**config.mk**
```make
export PLATFORM = sky130hd
export DESIGN_NAME = lp_frame_tx_flat
export DESIGN_NICKNAME = d
export VERILOG_FILES = /design/src/rtl/lp_frame_tx_if.sv /design/src/rtl/lp_frame_tx.sv /design/src/flat_wrapper.sv
export SDC_FILE = /design/constraint.sdc
export NUM_CORES = 1
export LEC_CHECK = 0
export BUFFER_PORTS_ARGS = -buffer_cell sky130_fd_sc_hd__buf_2
export CORE_ASPECT_RATIO = 0.5
export CORE_MARGIN = 2
export CORE_UTILIZATION = 25
export DETAILED_ROUTE_END_ITERATION = 6
export HOLD_SLACK_MARGIN = 0.1
export REMOVE_ABC_BUFFERS = 1
export SLEW_MARGIN = 20
export SYNTH_ARGS = -nofsm -noshare
export SYNTH_HDL_FRONTEND = slang
export SYNTH_SLANG_ARGS = --single-unit
```
**constraint.sdc**
```tcl
create_clock -name clk -period 3 [get_ports clk]
set_input_delay 0.75 -clock clk [delete_from_list [all_inputs] [get_ports clk]]
set_output_delay 0.75 -clock clk [all_outputs]
set_load 0.005 [all_outputs]
```
**src/rtl/lp_frame_tx_if.sv**
```systemverilog
// Solver-side bus of lp_frame_tx.
//   master : the frame transmitter; drives lp_valid/lp_a1/lp_a2/lp_b and
//            receives the solver's lp_out_valid/lp_out_max_value answer.
//   slave  : the LP solver side of the same bus.
interface lp_frame_tx_if;
    logic        lp_valid;          // frame beat valid
    logic [5:0]  lp_a1;             // signed coefficient 1
    logic [5:0]  lp_a2;             // signed coefficient 2
    logic [11:0] lp_b;              // signed bound
    logic        lp_out_valid;      // solver result strobe
    logic [11:0] lp_out_max_value;  // signed solver result

    modport master (
        output lp_valid, lp_a1, lp_a2, lp_b,
        input  lp_out_valid, lp_out_max_value
    );

    modport slave (
        input  lp_valid, lp_a1, lp_a2, lp_b,
        output lp_out_valid, lp_out_max_value
    );
endinterface

```
**src/rtl/lp_frame_tx.sv**
```systemverilog
// Transmits a stored 7-row LP problem (objective row + 6 constraint rows) to a
// solver as a 7-beat frame, then waits for the solver answer or a timeout.
//   clk, rst_n        : clock, asynchronous active-low reset
//   wr_en, wr_addr    : row buffer write (row 0 = objective, 1..6 = constraints)
//   wr_a1, wr_a2, wr_b: signed row contents (wr_b ignored for row 0)
//   start             : request one frame (accepted only when idle)
//   lp                : solver bus (lp_frame_tx_if.master)
//   busy              : frame in progress (SEND and WAIT)
//   done              : one-cycle completion pulse
//   result, timeout   : captured answer; timeout=1 means no answer (result -2048)
module lp_frame_tx #(
    parameter logic [23:0] TIMEOUT_CYCLES = 24'hFFFFFF
) (
    input  logic              clk,
    input  logic              rst_n,
    input  logic              wr_en,
    input  logic [2:0]        wr_addr,
    input  logic [5:0]        wr_a1,
    input  logic [5:0]        wr_a2,
    input  logic [11:0]       wr_b,
    input  logic              start,
    lp_frame_tx_if.master     lp,
    output logic              busy,
    output logic              done,
    output logic [11:0]       result,
    output logic              timeout
);

    typedef enum logic [1:0] {StIdle, StSend, StWait, StDone} state_e;

    localparam logic [2:0]  LastBeat = 3'd6;
    localparam logic [23:0] WaitLast = TIMEOUT_CYCLES - 24'd1;

    state_e      state_q, state_d;
    logic [2:0]  beat_q, beat_d;
    logic [23:0] wait_cnt_q, wait_cnt_d;
    logic        lp_valid_q, lp_valid_d;
    logic [5:0]  lp_a1_q, lp_a1_d;
    logic [5:0]  lp_a2_q, lp_a2_d;
    logic [11:0] lp_b_q, lp_b_d;
    logic [11:0] result_q, result_d;
    logic        timeout_q, timeout_d;

    // Row layout: {a1, a2, b}
    logic [23:0] rows_q [7];
    logic        row_we;
    logic [23:0] row_wdata;
    logic [2:0]  next_beat;

    // Writes only land while idle and not racing a start; address 7 has no row.
    assign row_we    = wr_en && (state_q == StIdle) && !start && (wr_addr != 3'd7);
    // The objective row carries no bound, so store a zero bound for beat 0.
    assign row_wdata = (wr_addr == 3'd0) ? {wr_a1, wr_a2, 12'h000} : {wr_a1, wr_a2, wr_b};
    assign next_beat = beat_q + 3'd1;

    always_comb begin
        state_d    = state_q;
        beat_d     = beat_q;
        wait_cnt_d = wait_cnt_q;
        result_d   = result_q;
        timeout_d  = timeout_q;
        // Bus returns to zero whenever no beat is being driven.
        lp_valid_d = 1'b0;
        lp_a1_d    = '0;
        lp_a2_d    = '0;
        lp_b_d     = '0;

        unique case (state_q)
            StIdle: begin
                if (start) begin
                    state_d                     = StSend;
                    beat_d                      = 3'd0;
                    lp_valid_d                  = 1'b1;
                    {lp_a1_d, lp_a2_d, lp_b_d}  = rows_q[0];
                end
            end
            StSend: begin
                if (beat_q == LastBeat) begin
                    state_d    = StWait;
                    wait_cnt_d = '0;
                end else begin
                    beat_d                      = next_beat;
                    lp_valid_d                  = 1'b1;
                    {lp_a1_d, lp_a2_d, lp_b_d}  = rows_q[next_beat];
                end
            end
            StWait: begin
                // A real answer wins over a coincident timeout expiry.
                if (lp.lp_out_valid) begin
                    result_d  = lp.lp_out_max_value;
                    timeout_d = 1'b0;
                    state_d   = StDone;
                end else if (wait_cnt_q == WaitLast) begin
                    result_d  = 12'h800;
                    timeout_d = 1'b1;
                    state_d   = StDone;
                end else begin
                    wait_cnt_d = wait_cnt_q + 24'd1;
                end
            end
            StDone: begin
                state_d = StIdle;
            end
            default: begin
                state_d = StIdle;
            end
        endcase
    end

    always_ff @(posedge clk or negedge rst_n) begin
        if (!rst_n) begin
            state_q    <= StIdle;
            beat_q     <= '0;
            wait_cnt_q <= '0;
            lp_valid_q <= 1'b0;
            lp_a1_q    <= '0;
            lp_a2_q    <= '0;
            lp_b_q     <= '0;
            result_q   <= '0;
            timeout_q  <= 1'b0;
        end else begin
            state_q    <= state_d;
            beat_q     <= beat_d;
            wait_cnt_q <= wait_cnt_d;
            lp_valid_q <= lp_valid_d;
            lp_a1_q    <= lp_a1_d;
            lp_a2_q    <= lp_a2_d;
            lp_b_q     <= lp_b_d;
            result_q   <= result_d;
            timeout_q  <= timeout_d;
        end
    end

    always_ff @(posedge clk or negedge rst_n) begin
        if (!rst_n) begin
            for (int i = 0; i < 7; i++) begin
                rows_q[i] <= '0;
            end
        end else if (row_we) begin
            rows_q[wr_addr] <= row_wdata;
        end
    end

    assign lp.lp_valid = lp_valid_q;
    assign lp.lp_a1    = lp_a1_q;
    assign lp.lp_a2    = lp_a2_q;
    assign lp.lp_b     = lp_b_q;

    assign busy    = (state_q == StSend) || (state_q == StWait);
    assign done    = (state_q == StDone);
    assign result  = result_q;
    assign timeout = timeout_q;

endmodule
```
**src/flat_wrapper.sv**
```systemverilog
// flat-port wrapper written by rule: the top's interface ports become plain ports
module lp_frame_tx_flat 
#(
    parameter logic [23:0] TIMEOUT_CYCLES = 24'hFFFFFF
)
  (clk, rst_n, wr_en, wr_addr, wr_a1, wr_a2, wr_b, start, busy, done, result, timeout, lp_lp_valid, lp_lp_a1, lp_lp_a2, lp_lp_b, lp_lp_out_valid, lp_lp_out_max_value);
  lp_frame_tx_if lp_i ();
  input  logic clk;
  input  logic rst_n;
  input  logic wr_en;
  input  logic [2:0] wr_addr;
  input  logic [5:0] wr_a1;
  input  logic [5:0] wr_a2;
  input  logic [11:0] wr_b;
  input  logic start;
  output logic busy;
  output logic done;
  output logic [11:0] result;
  output logic timeout;
  output wire logic [$bits(lp_i.lp_valid)-1:0] lp_lp_valid;
  output wire logic [$bits(lp_i.lp_a1)-1:0] lp_lp_a1;
  output wire logic [$bits(lp_i.lp_a2)-1:0] lp_lp_a2;
  output wire logic [$bits(lp_i.lp_b)-1:0] lp_lp_b;
  input wire logic [$bits(lp_i.lp_out_valid)-1:0] lp_lp_out_valid;
  input wire logic [$bits(lp_i.lp_out_max_value)-1:0] lp_lp_out_max_value;
  assign lp_lp_valid = lp_i.lp_valid;
  assign lp_lp_a1 = lp_i.lp_a1;
  assign lp_lp_a2 = lp_i.lp_a2;
  assign lp_lp_b = lp_i.lp_b;
  assign lp_i.lp_out_valid = lp_lp_out_valid;
  assign lp_i.lp_out_max_value = lp_lp_out_max_value;
  lp_frame_tx #(.TIMEOUT_CYCLES(TIMEOUT_CYCLES)) u_core (.clk(clk), .rst_n(rst_n), .wr_en(wr_en), .wr_addr(wr_addr), .wr_a1(wr_a1), .wr_a2(wr_a2), .wr_b(wr_b), .start(start), .lp(lp_i), .busy(busy), .done(done), .result(result), .timeout(timeout));
endmodule
```
==> results.md, run 1 <==
- Unique masters post-synth: 52
- Leak pwr: 5.72 nW
- Area Growth Syn to Fin: 19.0%
- DR iter-0 viols: 403
- Pwr dens: 961 mW/mm²
- Share of layout cells above drive strength 1: 0.299
- # fillers: 4275
- Most frequent cells in the layout: dfrtp_1 (234), nand2_1 (129), mux2_2 (119)
- Yosys reg bits: 235
- Hold Fails Final Rpt: 0
- Fmax: 0.418 GHz
- Synthesized instance count: 918
- Placement Cell Area: 0.0118 mm²
- Largest net degree at the start of global routing: 77
- Post-CTS Setup Bufs: 0
- Overflow after GRT: 0
- Num CTS Buffers: 26
- Syn. warnings: 0
- Die Y-Extent: 150 µm
- Starting density of the core: 0.254
- Commonest non-fill, non-tap cell in the layout: dfrtp_1
- Post-CTS Resized: 0
- Worst setup EP type: register
- Clk slew on worst S/H paths: 0.06 ns
- Initial antenna violation count: 0
- Worst clock skew: 0.0104 ns
- Post-synth top area share: 0.552
- Design Area, Final: 0.0127 mm²
- Net count, final: a little over 1000
- Vias: 7310
- Critical Path Source: u_core.state_q[0]
- Maximum VDD drop: 0.546 mV
- Port bufs: 83
- Wire per inst: 15.8 µm
- Ys flop type: dfrtp_1
- Required time of the critical path: 3.46 ns
- Vias in the first global route: between 7000 and 8000
- Via density: 4.62
- Final setup fails: 0
- Row cnt: 53
- Asr flop ratio synth: 1.00
- Pre-CTS WS: ~0.53 ns
- Final Util: 0.302
- Final Routed Wirelength: 25.0 mm
- Seq/Total Area, Yosys: 0.552
- Status: complete, no violations
- Worst R2R Path Depth: 6
- Cell taking the most area after synthesis: dfrtp_1
- RSZ-0062 raised after global routing: false
- Least-Margin Pin Slew: 0.920 ns
- Global-route wire length before repair: 40.8 mm
- # Max-Cap Violations: 0
- H-tree lvl count: 1
- # IOs: 84
- Slew headroom: 0.387
- DIE AREA: ~0.044 mm²
- CTS tree: built
- First drt pass iteration count: 4
- Antenna viol nets, final: 0
- DP Wirelength: approximately 15 mm
- Hold slack: 0.206 ns
- Crit Path Max Fanout: 17
- PnR worst setup slack: 0.610 ns
- CTS Sinks: 235
- Drt drc: 0
- CP arrival: 2.85 ns
- Post-synth EDFFs: 0
- Setup CP Type: register to register
- Area of the core: between 0.04 and 0.05 mm²
- Cell Area, Synth: 0.0107 mm²
- Hold Path Class: input port to asynchronous set/reset pin
- DIE WIDTH: 296 µm
- Fin. max-slew vios: 0
- Max clock buf depth: 3
- Crit Reg-Reg Startpoint: u_core.state_q[0]
- Hold Buf Count CTS: 0
- Fin crit period: 2.39 ns
- Gpl congestion: 0.723
- Clk_lat worst skew: approximately 0.53 ns
- # diodes: 0
- Synth Area per Inst: 11.6 µm²
- Ranking of synthesized cells by area: dfrtp_1 (55%), mux2_2 (13%), mux4_2 (5.1%)
- Startpoint types: register
- GRT Util Overall: 0.114
- Period utilization: 0.797
- Root buf cell: clkbuf_16
==> synth_stat cells, types with 8 or more instances <==
cell type,n
a21oi_1,34
a22o_1,16
a22oi_1,24
buf_2,14
clkbuf_1,44
dfrtp_1,235
ha_1,8
mux2_2,119
mux4_2,24
nand2_1,129
nand3_1,14
nor2_1,39
nor2b_1,13
o21ai_0,94
or3_1,10
==> path summary, 6_finish.rpt <==
path	end	slack, ns
hold reg to reg	u_core.rows_q[9]	0.48
setup reg to reg	u_core.wait_cnt_q[19]	0.61
max in group asynchronous	u_core.rows_q[57]	2.03
setup / recovery	u_core.wait_cnt_q[19]	0.61
min in group clk	u_core.result[5]	0.45
hold / removal	u_core.rows_q[156]	0.21
==> through the flow <==
step / std cells / power, mW / TNS, ns
after floorplan: 853 / 7.53 / -55.56
after global placement: 1536 / 8.84 / 0
after detailed placement: 1536 / 8.96 / 0
after CTS: 1582 / 12.3 / 0
after global routing: 1582 / 13.0 / 0
final: 1582 / 12.2 / 0
==> power breakdown <==
group,internal [mW],switching [mW]
logic,1.94,1.95
clock network,2.03,1.29
registers,4.34,0.626
==> logic make-up (layout without fill, tap and decap cells) <==
| kind of cell | after synthesis | in the layout | synth area share |
|---|---|---|---|
| multiplexers | 149 | 149 | 0.182 |
| buffers and inverters | 72 | 159 | 0.0288 |
| flip-flops | 235 | 235 | 0.552 |
| AO/OA/AOI/OAI | 203 | 203 | 0.115 |
| XOR/XNOR | 1 | 1 | 0.000822 |
| adder cells (fa/ha/maj) | 8 | 8 | 0.00940 |
| AND/OR/NAND/NOR | 250 | 250 | 0.112 |
==> sequential cells by signal, summed over array words and instances (netlist names) <==
signal	flops
u_core.result	12
u_core.beat_q	3
u_core.lp.lp_a2	6
u_core.lp.lp_b	12
u_core.lp.lp_valid	1
u_core.rows_q	168
u_core.wait_cnt_q	24
u_core.lp.lp_a1	6
u_core.timeout	1
u_core.state_q	2
==> layout make-up <==
type                    count  area [µm²]  share of cell area
repair buffers            106         673              0.0531
clock buffers              35         724              0.0571
flip-flops and latches    235        5880               0.464
clock inverters            11         171              0.0135
multi-input cells         611        4480               0.353
inverters                   7        26.3             0.00207
well taps                 577         722              0.0569
==> layer usage <==
layer  track usage  up-vias  part of all wire
li1              -     3442                 -
met1         0.150     3743              0.45
met2         0.200       95              0.51
met3        0.0135       30             0.022
met4        0.0259        0             0.017
met5             0        -                 0
==> worst max-delay path, stage by stage, from the launching register on <==
cell     delay, ns
dfrtp_1       0.41
inv_1         0.10
ha_1          0.51
inv_1         0.37
or3_1         0.43
or4_1         0.41
nand3_1       0.10
Note: power is estimated with default switching activity, not from simulation.
==> run 2: changes to the inputs <==
==> constraint.sdc (replaced) <==
create_clock -name clk -period 2 [get_ports clk]
set_input_delay 0.5 -clock clk [delete_from_list [all_inputs] [get_ports clk]]
set_output_delay 0.5 -clock clk [all_outputs]
set_load 0.005 [all_outputs]
==> results.md, run 2 (same netlist as run 1, synthesis figures left out) <==
- DP Wirelength: 15.8 mm
- Part of the power in registers: 0.398
- Status: complete, no violations
- Combinational power share: 0.357
- Area of the core: around 0.042 mm²
- Gpl congestion: 0.787
- Share of layout cells above drive strength 1: 0.335
- DIE WIDTH: approximately 300 µm
- H-tree lvl count: 1
- Biggest register: u_core.rows_q
- Dpl cells: 1579
- Hold Fails Final Rpt: 0
- # fillers: approximately 4200
- Final setup fails: 0
- Worst clock skew: between 0.015 and 0.02 ns
- Top layer in use: met4
- Max clock buf depth: 3
- Global-route wire length before repair: about 41 mm
- Worst setup EP type: register
- Final Power: roughly 19 mW
- CTS Sinks: 235
- Commonest non-fill, non-tap cell in the layout: dfrtp_1
- Num CTS Buffers: 26
- Setup CP Type: register to register
- DR iter-0 viols: 475
- Net count, final: 1087
- Starting density of the core: 0.254
- Leak pwr: ~6 nW
- # diodes: 0
- Fin. max-slew vios: 0
- # IOs: 84
- Wire per inst: 15.6 µm
- Clk_lat worst skew: 0.54 ns
- Hold Path Class: input port to register
- Overflow after GRT: 0
- Maximum VDD drop: 0.827 mV
- Period utilization: 0.997
- Root buf cell: clkbuf_16
- Clock power share: 0.245
- Port bufs: 83
- Largest regs: u_core.rows_q (168), u_core.wait_cnt_q (24)
- Sw power: 5.93 mW
- RSZ-0062 raised after global routing: true
- Row cnt: 53
- M1 WL: 11.6 mm
- CTS tree: built
- Drt drc: 0
- First drt pass iteration count: 6
- DIE AREA: 0.0444 mm²
- R2r setup slk: 0.006 ns
- Pwr dens: between 1000 and 1500 mW/mm²
- Final Routed Wirelength: between 20 and 30 mm
- Antenna viol nets, final: 0
- Required time of the critical path: around 2.5 ns
- Fmax: 0.502 GHz
- Fin crit period: 1.99 ns
- Most frequent cells in the layout: dfrtp_1 (234), nand2_1 (129), mux2_2 (119)
- Vias in the first global route: 7698
- Critical Path Source: u_core.state_q[1]
- Largest net degree at the start of global routing: between 50 and 60
- Clk slew on worst S/H paths: 0.06 ns
- CP arrival: 2.45 ns
- Initial antenna violation count: 0
- Pint: 12.8 mW
- Crit Reg-Reg Startpoint: u_core.state_q[1]
- GRT Util Overall: 0.116
- Crit Path Max Fanout: 10
- Routed length on met3: around 640 µm
- Area Growth Syn to Fin: 23.3%
- WL met2: 12.8 mm
- Die Y-Extent: around 150 µm
- # Max-Cap Violations: 0
- Least-Margin Pin Slew: 0.520 ns
- Startpoint types: register
- Via density: 4.54
- Post-Layout Cell Count: ~1600
- Max reg flops: between 150 and 200
- Hold path start: lp_lp_out_max_value[8]
- Vias: 7375
- Slew headroom: 0.653
- Sw Ratio: 0.317
## run 2: changes by cell type in the layout (fill, tap and decap cells not counted), sizes merged
cell | previous run | this run
clkinvlp | 2 | 0
bufinv | 4 | 2
buf | 106 | 151
dlygate4sd3 | 0 | 1
clkbuf | 35 | 37
## run 2: layer usage
layer / vias to the layer above / GRT usage
met5: - / 0
met4: 0 / 0.0256
met3: 28 / 0.0165
met2: 83 / 0.206
met1: 3732 / 0.149
li1: 3532 / -
## run 2: final cells by class
class | count | area (µm²) | share of cell area
flip-flops and latches | 235 | 5880 | 0.448
clock buffers | 35 | 704 | 0.0536
multi-input cells | 611 | 4520 | 0.344
well taps | 577 | 722 | 0.0550
repair buffers | 154 | 1180 | 0.0897
inverters | 7 | 26.3 | 0.00200
clock inverters | 7 | 96.3 | 0.00734
## run 2: power by group through the flow
stage | clock network [mW] | registers (mW) | logic, mW
4_1_cts | 4.71 | 7.43 | 6.51
5_1_grt | 4.91 | 7.65 | 7.36
3_3_place_gp | 0 | 7.44 | 6.36
3_5_place_dp | 0 | 7.50 | 6.46
6_report | 4.57 | 7.44 | 6.67
2_1_floorplan | 0 | 7.43 | 3.87
## run 2: critical path, cell delays in order (launching register included)
cell and delay (ns):
dfrtp_1 0.40, inv_2 0.07, ha_2 0.16, buf_4 0.14, o211ai_1 0.15, clkbuf_16 0.20
or3_1 0.29, or4_1 0.41, nand3_1 0.11
## run 2: what timing repair did
item / in CTS / in global routing
pin swaps: 0 / 2
buffers inserted: 1 / 1
hold buffers: 1 / 0
gates cloned: 0 / 2
setup endpoints to repair: 17 / 40
endpoints found under the hold margin: 37 / 0
gates resized for setup: 2 / 12
## run 2: per-stage QoR
stage | util | TNS, ns | worst slack, ns | hold slack, ns | instance area [µm²]
2_1_floorplan | - | -128.83 | -2.70 | 0.204 | 10400
3_3_place_gp | 0.291 | -0.468 | -0.0517 | 0.433 | 12200
3_5_place_dp | 0.291 | -0.496 | -0.0528 | 0.428 | 12200
4_1_cts | 0.311 | 0 | 0.00366 | 0.165 | 13000
5_1_grt | 0.313 | -0.478 | -0.0807 | 0.182 | 13100
6_report | 0.313 | 0 | 0.00631 | 0.187 | 13100
## run 2: final timing paths
| kind | end | cells after the start |
|---|---|---|
| min in group asynchronous | u_core.rows_q[131] | 2 |
| min reg2reg | u_core.rows_q[4] | 2 |
| min | u_core.result[8] | 2 |
| max | u_core.wait_cnt_q[19] | 8 |
| max in group asynchronous | u_core.result[3] | 3 |
| max reg2reg | u_core.wait_cnt_q[19] | 8 |
